<file path="src/rtl/regfile_wb_arbiter_if.sv">
// Write-back bus between the two write-back requesters, the issue stage and the arbiter.
// Carries the request handshakes, the register-file write port and the busy scoreboard.
interface regfile_wb_arbiter_if;
   logic        req0_valid;
   logic        req0_ready;
   logic [4:0]  req0_addr;
   logic [31:0] req0_data;
   logic        req1_valid;
   logic        req1_ready;
   logic [4:0]  req1_addr;
   logic [31:0] req1_data;
   logic        wr_en;
   logic [4:0]  wr_addr;
   logic [31:0] wr_data;
   logic        rsv_en;
   logic [4:0]  rsv_addr;
   logic [31:0] busy;

   modport slave (
      input  req0_valid, req0_addr, req0_data,
      input  req1_valid, req1_addr, req1_data,
      input  rsv_en, rsv_addr,
      output req0_ready, req1_ready,
      output wr_en, wr_addr, wr_data,
      output busy
   );

   modport master (
      output req0_valid, req0_addr, req0_data,
      output req1_valid, req1_addr, req1_data,
      output rsv_en, rsv_addr,
      input  req0_ready, req1_ready,
      input  wr_en, wr_addr, wr_data,
      input  busy
   );
endinterface

</file>
<file path="src/rtl/regfile_wb_arbiter.sv">
// Round-robin arbiter for the register file's single write port, with a registered
// write stage and a per-register busy scoreboard for issue-stage stalls.
module regfile_wb_arbiter #(
   parameter logic RESET_PRIO = 1'b0
) (
   input  logic               clk,
   input  logic               reset_n,
   regfile_wb_arbiter_if.slave bus
);

   logic        prio;
   logic        gnt0;
   logic        gnt1;
   logic        grant_any;
   logic [4:0]  gnt_addr;
   logic [31:0] gnt_data;
   logic [31:0] clr_mask;
   logic [31:0] set_mask;
   logic        wr_en_q;
   logic [4:0]  wr_addr_q;
   logic [31:0] wr_data_q;
   logic [31:0] busy_q;

   // NOTE: every output of this block gets a default first, so no path can infer a latch.
   always_comb begin
      gnt0 = 1'b0;
      gnt1 = 1'b0;
      if (reset_n) begin
         if (bus.req0_valid && (!bus.req1_valid || !prio))
            gnt0 = 1'b1;
         else if (bus.req1_valid)
            gnt1 = 1'b1;
      end
   end

   assign grant_any = gnt0 | gnt1;
   assign gnt_addr  = gnt1 ? bus.req1_addr : bus.req0_addr;
   assign gnt_data  = gnt1 ? bus.req1_data : bus.req0_data;

   // Set is applied after clear so a same-edge re-reservation by a newer instruction wins.
   assign clr_mask = grant_any ? (32'd1 << gnt_addr) : 32'd0;
   assign set_mask = (bus.rsv_en && bus.rsv_addr != 5'd0) ? (32'd1 << bus.rsv_addr) : 32'd0;

   // NOTE: non-blocking assignments so every register samples pre-edge values together.
   always_ff @(posedge clk or negedge reset_n) begin
      if (!reset_n) begin
         prio      <= RESET_PRIO;
         wr_en_q   <= 1'b0;
         wr_addr_q <= 5'd0;
         wr_data_q <= 32'd0;
         busy_q    <= 32'd0;
      end else begin
         busy_q <= (busy_q & ~clr_mask) | set_mask;
         if (grant_any) begin
            prio      <= gnt0;
            wr_en_q   <= (gnt_addr != 5'd0);
            wr_addr_q <= gnt_addr;
            wr_data_q <= gnt_data;
         end else begin
            wr_en_q <= 1'b0;
         end
      end
   end

   assign bus.req0_ready = gnt0;
   assign bus.req1_ready = gnt1;
   assign bus.wr_en      = wr_en_q;
   assign bus.wr_addr    = wr_addr_q;
   assign bus.wr_data    = wr_data_q;
   assign bus.busy       = busy_q;

endmodule

</file>
<file path="src/flat_wrapper.sv">
// flat-port wrapper written by rule: the top's interface ports become plain ports
module regfile_wb_arbiter_flat 
#(
   parameter logic RESET_PRIO = 1'b0
)
  (clk, reset_n, bus_req0_valid, bus_req0_addr, bus_req0_data, bus_req1_valid, bus_req1_addr, bus_req1_data, bus_rsv_en, bus_rsv_addr, bus_req0_ready, bus_req1_ready, bus_wr_en, bus_wr_addr, bus_wr_data, bus_busy);
  regfile_wb_arbiter_if bus_i ();
  input  logic clk;
  input  logic reset_n;
  input wire logic [$bits(bus_i.req0_valid)-1:0] bus_req0_valid;
  input wire logic [$bits(bus_i.req0_addr)-1:0] bus_req0_addr;
  input wire logic [$bits(bus_i.req0_data)-1:0] bus_req0_data;
  input wire logic [$bits(bus_i.req1_valid)-1:0] bus_req1_valid;
  input wire logic [$bits(bus_i.req1_addr)-1:0] bus_req1_addr;
  input wire logic [$bits(bus_i.req1_data)-1:0] bus_req1_data;
  input wire logic [$bits(bus_i.rsv_en)-1:0] bus_rsv_en;
  input wire logic [$bits(bus_i.rsv_addr)-1:0] bus_rsv_addr;
  output wire logic [$bits(bus_i.req0_ready)-1:0] bus_req0_ready;
  output wire logic [$bits(bus_i.req1_ready)-1:0] bus_req1_ready;
  output wire logic [$bits(bus_i.wr_en)-1:0] bus_wr_en;
  output wire logic [$bits(bus_i.wr_addr)-1:0] bus_wr_addr;
  output wire logic [$bits(bus_i.wr_data)-1:0] bus_wr_data;
  output wire logic [$bits(bus_i.busy)-1:0] bus_busy;
  assign bus_i.req0_valid = bus_req0_valid;
  assign bus_i.req0_addr = bus_req0_addr;
  assign bus_i.req0_data = bus_req0_data;
  assign bus_i.req1_valid = bus_req1_valid;
  assign bus_i.req1_addr = bus_req1_addr;
  assign bus_i.req1_data = bus_req1_data;
  assign bus_i.rsv_en = bus_rsv_en;
  assign bus_i.rsv_addr = bus_rsv_addr;
  assign bus_req0_ready = bus_i.req0_ready;
  assign bus_req1_ready = bus_i.req1_ready;
  assign bus_wr_en = bus_i.wr_en;
  assign bus_wr_addr = bus_i.wr_addr;
  assign bus_wr_data = bus_i.wr_data;
  assign bus_busy = bus_i.busy;
  regfile_wb_arbiter #(.RESET_PRIO(RESET_PRIO)) u_core (.clk(clk), .reset_n(reset_n), .bus(bus_i));
endmodule
</file>
<file path="config.mk">
export PLATFORM = sky130hd
export DESIGN_NAME = regfile_wb_arbiter_flat
export DESIGN_NICKNAME = d
export VERILOG_FILES = /design/src/rtl/regfile_wb_arbiter_if.sv /design/src/rtl/regfile_wb_arbiter.sv /design/src/flat_wrapper.sv
export SDC_FILE = /design/constraint.sdc
export NUM_CORES = 1
export LEC_CHECK = 0
export CAP_MARGIN = 20
export CORE_ASPECT_RATIO = 1.2
export CORE_MARGIN = 2
export CORE_UTILIZATION = 32
export DETAILED_ROUTE_END_ITERATION = 8
export PLACE_DENSITY_LB_ADDON = 0.05
export SLEW_MARGIN = 20
export SYNTH_ARGS = -nofsm -noshare
export SYNTH_HDL_FRONTEND = slang
export SYNTH_SLANG_ARGS = --single-unit
export TNS_END_PERCENT = 50
</file>
<file path="constraint.sdc">
create_clock -name clk -period 2.9 [get_ports clk]
set_input_delay 0.435 -clock clk [delete_from_list [all_inputs] [get_ports clk]]
set_output_delay 0.435 -clock clk [all_outputs]
set_load 0.005 [all_outputs]
</file>
# == Word level (Yosys, flattened, before mapping) ==
# Index checks and enable logic that the tools add are counted.
# classes
n_shift,2
n_reduce_logical,7
n_mux,10
n_bitwise,4
# ops
cell,n
2-to-1 mux 32 bit,3
<< shifter 1 x 5 -> 32 bit (first input constant),2
bitwise AND 32 bit,1
inverter 32 bit,1
bitwise OR 32 bit,1
nonzero test 5 bit,2
2-to-1 mux 1 bit,6
2-to-1 mux 5 bit,1
logical AND 1 bit,2
zero test 1 bit,2
logical OR 1 bit,1
bitwise OR 1 bit,1
# word_totals
output_inout_bits,72
word_cells,28
in_bits,84
regBits,71

# == Longest topological paths before layout ==
# depth
word_depth,11
mapped_depth,7
ltp_nobuf,5

# == Worst setup path before layout ==
# Ideal clock, no wire load.
# synth_timing
path_kind,input-to-output
startpoint,input bus_req1_valid
endpoint,output bus_req0_ready
n_path_buf,3
required_time_ns,2.465
arrival_time_ns,1.279
stages,5
path_slack_ns,1.186
path_cell_list,buf_4 a21boi_1 and2_1 clkbuf_1 buf_2
# synth_via
elab_chain_cells,5
# synth_lines
element,line,text
"start, declared",flat_wrapper.sv:13,input wire logic [$bits(bus_i.req1_valid)-1:0] bus_req1_valid;
zero test 1 bit,regfile_wb_arbiter.sv:29,if (bus.req0_valid && (!bus.req1_valid || !prio))
logical OR 1 bit,regfile_wb_arbiter.sv:29,
logical AND 1 bit,regfile_wb_arbiter.sv:29,
2-to-1 mux 1 bit,regfile_wb_arbiter.sv:29,
2-to-1 mux 1 bit,regfile_wb_arbiter.sv:28,if (reset_n) begin
"end, declared",flat_wrapper.sv:18,output wire logic [$bits(bus_i.req0_ready)-1:0] bus_req0_ready;
# No other way between the ends.

# == Worst setup path in the final report ==
# Same ends and word-level chain as after synthesis.

==> metrics.txt <==
area grow syn2layout 54.67%; most used cell, CP clkdlybuf4s50_1; final setup skew 7.079 ps; Synth area leader dfrtp_1; CTS Root Cell clkbuf_16; Yosys warnings 0; fin area approximately 5500 sq um; io pins 156; reg2reg start u_core.prio; Reg2Reg Depth 5; CP max-delay cell clkdlybuf4s50_1; drc violations 0; Post-Synthesis Cells approximately 350; post-route ant nets 0; CTS tree done; cell area after synthesis around 3600 sq um; WP data required 2470 ps; CP endpoint kind output pin; min Tclk post-route between 2000 and 3000 ps; Total GRT Usage approximately a fifth; Distinct cells, synth 43; syn_nets 432; Post-synth ARST share between 90% and 100%; buffers added on ports about 160; FF-to-FF End u_core.bus.busy[4]; Initial Utilization about a third; Core ar. 10,980 sq um; TNS Setup 0 ps; postcts setup bufs 0; largest net degree at the start of global routing 47; Die Height about 120 um; Total Power between 0.003 and 0.004 W; RSZ-0062 raised after global routing false; Inserted Clock Buffers 9; maximum buffer depth of the clock tree 2; type of the most critical hold path input port to asynchronous set/reset pin; Clock transition at path regs roughly 60 ps; nets between 500 and 600; P per Cell Area 590.1 nW/um^2; first-pass GRT wire length around 19,000 um; register area ~1800 sq um; f_max around 380 MHz; count of final hold-check violations 0; GP Congestion 0.8614; Die W between 100 and 150 um; remaining global-route overflow 0; most common library cells after synthesis dfrtp_1 (71), inv_1 (64), a222oi_1 (32); final setup vio count 0; CP Max Fanout 23; Arrival @ worst endpoint 2190 ps; post-synthesis register bit count 71; Final Cycle Share 90.37%; Multi-input gate area ~1400 sq um; P_leak around 2.4 nW; top cell type's share of synthesized area about half; clock tree sinks just over 70; hpwl dp 8673 um; CTS HTree Levels 3; Primary FF master, synth dfrtp_1; Peak VDD IR 0.3918 mV; Mapped Avg Cell Area between 10 and 15 sq um; drt via density between 5 and 6; WHS roughly 150 ps; share of cells above drive strength 1 a little under a tenth; DR WL/cell roughly 19 um; max-cap violations 0; Worst Max-Slew Pin Slew 607.6 ps; diode count 0; DR pass1 iterations 7; via count 3,431; Hold Buf Count CTS 0; vias in the first global route roughly 3.5k; top cells by area, synth dfrtp_1 (50%), a222oi_1 (9.0%), inv_1 (6.7%); critical path cell sequence clkdlybuf4s50_1 > a21boi_1 > and2_1 > buf_12 > clkdlybuf4s50_1; Crit path buffers/inverters 3; Post-CTS Resized 0; max-slew violations 0; Setup crit start kind input port; Placement Rows 42; Post-synth EDFFs 0; DP Area 5256 sq um; family with the most delay on the worst path buffers and inverters; first-iteration detailed-routing DRC count about 250; DIE AREA about 12,000 sq um; filler instances a little over 1k; sequential element share of the synthesized area between 40% and 50%; WS Path Type input port to output pin; clk_lat worst skew approximately 330 ps; status finished clean; Slew headroom 59.50%; Detailed Route WL about 12,000 um; initial antenna violation count 0; most frequent cell after synthesis dfrtp_1; Critical Path Max Stage Delay around 540 ps; R2R Setup Slk between 1000 and 1500 ps
==> power breakdown <==
| group | internal [W] | total [W] | switching, W |
|---|---|---|---|
| clock network | 0.000619 | 0.00102 | 0.000401 |
| logic | 0.000564 | 0.000948 | 0.000384 |
| registers | 0.00119 | 0.00130 | 0.000109 |
==> registers in the layout, indices dropped and copies added (netlist names) <==
| name | count |
|---|---|
| u_core.bus.busy | 32 |
| u_core.bus.wr_data | 32 |
| u_core.bus.wr_addr | 5 |
| u_core.bus.wr_en | 1 |
| u_core.prio | 1 |
==> how the worst max path moves through the flow <==
stage | start | end | slack, ps | depth (start not counted)
finish | bus_req1_valid | bus_req0_ready | 280 | 5
global route | bus_req1_valid | bus_req0_ready | 180 | 5
CTS | bus_req0_valid | bus_req0_ready | 280 | 5
detailed placement | bus_req0_valid | bus_req0_ready | 280 | 5
global placement | bus_req1_valid | u_core.bus.busy[10] | 300 | 5
floorplan | bus_req1_valid | bus_req0_ready | 1190 | 5
==> through the flow <==
stage	setup WS (ps)	cells	util [%]
after detailed placement	278.3	619	47.86
after global placement	295.4	619	47.86
final	279.3	635	50.38
after floorplan	1186	348	-
after global routing	183.3	635	50.38
after CTS	276.3	635	50.38
==> logic make-up after synthesis <==
group,Yosys count,synth area share (%)
buffers and inverters,92,10.46
AND/OR/NAND/NOR,59,11.82
multiplexers,4,1.119
AO/OA/AOI/OAI,122,26.93
flip-flops,71,49.67
==> metal layers <==
metal | up-vias | share of wire (%) | global-route usage (%)
met2 | 124 | 49 | 33.47
met3 | 12 | 7.0 | 5.358
met5 | - | 0 | 0
li1 | 1631 | - | -
met4 | 0 | 1.1 | 5.479
met1 | 1664 | 43 | 25.07
==> placed cells by master (no fill, tap or decap), types with 7 or more instances in the layout <==
cell type	netlist	layout
buf_4	1	10
o22ai_1	29	29
nand2b_1	7	7
clkbuf_16	0	9
or4_4	12	12
a222oi_1	32	32
inv_1	64	64
a211oi_1	30	30
o211ai_1	11	11
dfrtp_1	71	71
clkdlybuf4s50_1	0	154
nand2_1	8	8
==> final cells by class <==
| class | instances | area share (%) |
|---|---|---|
| sequential | 71 | 32.11 |
| timing repair buffer | 165 | 29.58 |
| multi-input combinational | 185 | 25.85 |
| clock buffer | 12 | 4.636 |
| inverter | 66 | 4.478 |
| tap | 132 | 2.985 |
| clock inverter | 4 | 0.3618 |
No activity file was read; power rests on OpenSTA's default activity.
